$ cat src/rtl/mod_n_updown_counter.sv
// Modulo-N up/down counter with Gray-coded mirror, terminal count, wrap/overflow
// and out-of-range load reporting. Wrap or saturate at the limits by parameter.
module mod_n_updown_counter #(
   parameter int WIDTH    = 4,
   parameter int MODULUS  = 10,
   parameter int SATURATE = 0
) (
   input  logic             clk,
   input  logic             rst,
   input  logic             clr,
   input  logic             load,
   input  logic [WIDTH-1:0] load_val,
   input  logic             en,
   input  logic             up,
   output logic [WIDTH-1:0] q,
   output logic [WIDTH-1:0] q_gray,
   output logic             tc,
   output logic             wrap,
   output logic             load_err,
   output logic             ovf
);

   localparam logic [WIDTH-1:0] QMAX = WIDTH'(MODULUS - 1);
   localparam logic [WIDTH:0]   MODW = (WIDTH + 1)'(MODULUS);

   logic [WIDTH-1:0] q_nxt;
   logic             wrap_nxt;
   logic             lerr_nxt;
   logic             ovf_nxt;
   logic             lv_ok;
   logic             limit;

   assign tc    = up ? (q == QMAX) : (q == '0);
   // One extra bit so MODULUS == 2**WIDTH still compares correctly.
   assign lv_ok = ({1'b0, load_val} < MODW);
   assign limit = en && tc;

   always_comb begin
      q_nxt    = q;
      wrap_nxt = 1'b0;
      lerr_nxt = 1'b0;
      ovf_nxt  = ovf;
      if (clr) begin
         q_nxt   = '0;
         ovf_nxt = 1'b0;
      end else if (load) begin
         if (lv_ok) begin
            q_nxt = load_val;
         end else begin
            q_nxt    = QMAX;
            lerr_nxt = 1'b1;
         end
      end else if (limit) begin
         wrap_nxt = 1'b1;
         ovf_nxt  = 1'b1;
         if (SATURATE == 0) q_nxt = up ? '0 : QMAX;
      end else if (en) begin
         q_nxt = up ? (q + WIDTH'(1)) : (q - WIDTH'(1));
      end
   end

   always_ff @(posedge clk or posedge rst) begin
      if (rst) begin
         q        <= '0;
         q_gray   <= '0;
         wrap     <= 1'b0;
         load_err <= 1'b0;
         ovf      <= 1'b0;
      end else begin
         q        <= q_nxt;
         q_gray   <= q_nxt ^ (q_nxt >> 1);
         wrap     <= wrap_nxt;
         load_err <= lerr_nxt;
         ovf      <= ovf_nxt;
      end
   end

endmodule

$ cat config.mk
export PLATFORM = sky130hd
export DESIGN_NAME = mod_n_updown_counter
export DESIGN_NICKNAME = d
export VERILOG_FILES = /design/src/rtl/mod_n_updown_counter.sv
export SDC_FILE = /design/constraint.sdc
export NUM_CORES = 1
export LEC_CHECK = 0
export CAP_MARGIN = 40
export CORE_AREA = 8 8 48 50
export CTS_BUF_LIST = sky130_fd_sc_hd__clkbuf_8
export CTS_CLUSTER_DIAMETER = 80
export DETAILED_ROUTE_END_ITERATION = 10
export DIE_AREA = 0 0 56 58
export GPL_ROUTABILITY_DRIVEN = 1
export GPL_TIMING_DRIVEN = 0
export PLACE_DENSITY = 0.82
export SYNTH_ARGS = -nofsm -noshare
export SYNTH_HDL_FRONTEND = slang
export SYNTH_SLANG_ARGS = --single-unit
$ cat constraint.sdc
create_clock -name clk -period 5.2 [get_ports clk]
set_input_delay 1.04 -clock clk [delete_from_list [all_inputs] [get_ports clk]]
set_output_delay 1.04 -clock clk [all_outputs]
set_load 0.01 [all_outputs]
==> results of run 1 <==
## layout make-up
| type | instances | area, sq um |
|---|---|---|
| Fill cell | 149 | 739 |
| Multi-Input combinational cell | 38 | 309 |
| Sequential cell | 10 | 250 |
| Timing Repair Buffer | 19 | 190 |
| Clock buffer | 4 | 55.1 |
| Inverter | 8 | 30.0 |
| Tap cell | 17 | 21.3 |
| Buffer | 3 | 18.8 |
## flip-flops by register name (all words and copies together) (netlist names)
| name | count |
|---|---|
| load_err | 1 |
| ovf | 1 |
| q | 4 |
| q_gray | 3 |
| wrap | 1 |
## routing by layer
| layer | track usage, % | vias to the layer above |
|---|---|---|
| met1 | 9.66 | 227 |
| met4 | 5.84 | 0 |
| li1 | - | 244 |
| met3 | 5.24 | 2 |
| met2 | 14.3 | 20 |
| met5 | 0 | - |
## layout by cell type, fill, tap and decap left out, types with 2 or more instances in the layout
cell type,Yosys,layout
clkdlybuf4s50_1,0,19
nand3_1,2,2
a221o_1,2,2
xnor2_1,3,3
nand2b_1,2,2
buf_4,2,2
nor2_1,4,4
xor2_1,4,4
inv_1,8,8
ha_1,2,2
a21oi_1,3,3
dfrtp_1,10,10
clkbuf_8,0,4
## through the flow
stage               worst slack, ns  instances  utilization, %  area (sq um)  hold WS [ns]
global route                   1.53         99            54.2           875         0.567
floorplan                      2.69         59               -           608         0.558
CTS                            1.61         99            54.2           875         0.532
detailed placement             1.61         95            50.8           820         0.524
finish                         1.62         99            54.2           875         0.527
global placement               1.64         95            50.8           820         0.516
## worst reg2reg max path, cell delays in order, from the launching register on
cell and delay (ns):
dfrtp_1 0.48, fa_1 0.44, xor2_1 0.17, nand3_1 0.09, a221o_1 0.38, xor2_1 0.19
## worst min-delay path by stage
stage | start | endpoint | slack [ns] | cells past startpoint
final | ovf | ovf | 0.53 | 2
after global placement | ovf | ovf | 0.52 | 2
after floorplan | ovf | ovf | 0.56 | 2
after global routing | ovf | ovf | 0.57 | 2
after CTS | ovf | ovf | 0.53 | 2
after detailed placement | ovf | ovf | 0.52 | 2
## power groups by stage
stage / Clock, W / Combinational [W] / Sequential, W
5_1_grt: 0.000106 / 0.0000745 / 0.0000937
4_1_cts: 0.0000990 / 0.0000687 / 0.0000925
3_3_place_gp: 0 / 0.0000659 / 0.0000933
3_5_place_dp: 0 / 0.0000685 / 0.0000938
2_1_floorplan: 0 / 0.0000331 / 0.0000962
6_report: 0.0000976 / 0.0000676 / 0.0000925
## cells by family after synthesis
kind of cell	count (synthesis)
fa+ha+maj	3
flops	10
compound gates	13
buf+inv	11
xor+xnor	7
simple gates	15
==> run metrics, run 1 <==
clk buf depth 2; Post-synth EDFFs 0; CTS root buf clkbuf_8; setup TNS 0 ns; wl on met1 562 um; Die Ht 58 um; dominant cells by area after synthesis dfrtp_1 (41%), xor2_1 (5.8%), inv_1 (4.9%), xnor2_1 (4.3%), ha_1 (4.1%); Post-synth top flop dfrtp_1; crit path DAT 2.54 ns; CP Depth 5; WL met3 113 um; post-cts resize count 0; outcome completed; initial antenna violation count 0; Synth Area in Compound Gates 18.7%; total CTS buffers 3; Syn Area/Cell 10.3 sq um; Routed Antenna Nets 0; syn_nets 72; Worst Path Required 4.16 ns; Initial Utilization 37.7%; Avg WL per Cell 13.9 um; combinational share of power 26.2%; R2R Path End q_gray[1]; leading area contributor after synthesis dfrtp_1; Worst Setup EP tc; Sw Share 26.7%; Total Routed Length 1.37 mm; Worst Clk Skew 0.00358 ns; Seq cells post-synth 10; post-CTS setup buffers 0; Die Area 3250 sq um; top cell type's share of synthesized area 41.2%; CP most frequent cell clkdlybuf4s50_1; H-tree Lvls 1; Max stage delay on crit path 0.53 ns; IO Pins 22; reg-to-reg slack, setup 3.32 ns; worst rel slew slack 75.6%; total number of vias 493; worst path bufs/invs 3; first-pass GRT wire length 2.36 mm; DR iter-0 viols 11; main combinational cell family by area after synthesis compound AO/OA/AOI/OAI gates; Cell Chain, Critical Path clkdlybuf4s50_1, nor3_2, o21ai_4, inv_1, clkdlybuf4s50_1; insertion delay to the later sink of the worst-skew pair 0.24 ns; final setup violation count 0; Post-Synth XOR/XNOR Area 10.1%; Max-Cap Viols 0; # rows 15; Highest Signal Layer met4; Net Sw Power 0.0000687 W; Overflow after GRT 0; WS Path Type primary input to output pin; Post-synth ARST share 100%; Syn. warnings 0; WL met2 667 um; cts hold-fix bufs 0; CP max FO 6; Placer Congestion 0.788; fraction of synthesized area in multiplexers 0%; Worst-Margin Slew 0.366 ns; Area Overhead vs Synth 43.8%; cell internal pwr 0.000189 W; core area 1610 sq um; Flop pwr share 35.9%; Die X 56 um; top cells by count, synth dfrtp_1 (10), inv_1 (8), nor2_1 (4), xor2_1 (4); Clock transition at path regs 0.05 ns; CP delay by family, top buffers and inverters; PD cells 295 nW/um^2; Port Buffers 19; Post-Synth Simple-Gate Area 14.6%; CP max stage cell clkdlybuf4s50_1; RR Startpoint q[0]; Worst Setup Start Kind primary input; # DRC 0; Slew Viols, Final 0; f_max 279 MHz; dpl hpwl 1.12 mm; hold crit path type register to register; fin nets 96; peak supply drop 0.173 mV; CTS tree done; Clock Sinks 10; ant diodes 0; Leakage 0.395 nW; most common cell in the netlist dfrtp_1; Global Route Usage Sum 9.30%; crit share post-route 68.9%; pin count of the biggest net entering global routing 11; vias in the first global route 501; crit path capture type output pin; Fin. Hold Viols 0; clock share of power 37.9%; register area share after synthesis 41.2%; Post-Syn Instances 59; Cell variety after synth 28; fin crit period 3.58 ns; RSZ-0062 raised after global routing false; first-pass iteration count of the detailed router 4; Post-Synth Adder-Cell Area 7.41%; Worst R2R Path Depth 5; Crit. Startpoint up; vias per cell 4.98; layout cells sized above 1 13.4%; synthesized area 608 sq um; PnR Total Power 0.000258 W
(Power assumes the default switching activity.)
==> inputs of run 2 (changes only) <==
==> constraint.sdc (replaced) <==
create_clock -name clk -period 3.76 [get_ports clk]
set_input_delay 0.752 -clock clk [delete_from_list [all_inputs] [get_ports clk]]
set_output_delay 0.752 -clock clk [all_outputs]
set_load 0.01 [all_outputs]
==> results of run 2 <==
Same layout as run 1 (identical final DEF). Status: completed.
Main changes from that run: setup slack after placement 1.61 ns -> 0.747 ns; setup slack after layout 1.62 ns -> 0.753 ns; register-to-register setup slack 3.32 ns -> 1.88 ns; total power 0.000258 W -> 0.000356 W; worst IR drop on VDD 0.173 mV -> 0.239 mV
==> inputs of run 3 (changes only) <==
==> constraint.sdc (replaced) <==
create_clock -name clk -period 3 [get_ports clk]
set_input_delay 0.6 -clock clk [delete_from_list [all_inputs] [get_ports clk]]
set_output_delay 0.6 -clock clk [all_outputs]
set_load 0.01 [all_outputs]
==> results of run 3 <==
Same layout as run 1 (identical final DEF). Status: completed.
Main changes from that run: setup slack after placement 1.61 ns -> 0.281 ns; setup slack after layout 1.62 ns -> 0.297 ns; register-to-register setup slack 3.32 ns -> 1.12 ns; total power 0.000258 W -> 0.000447 W; worst IR drop on VDD 0.173 mV -> 0.300 mV
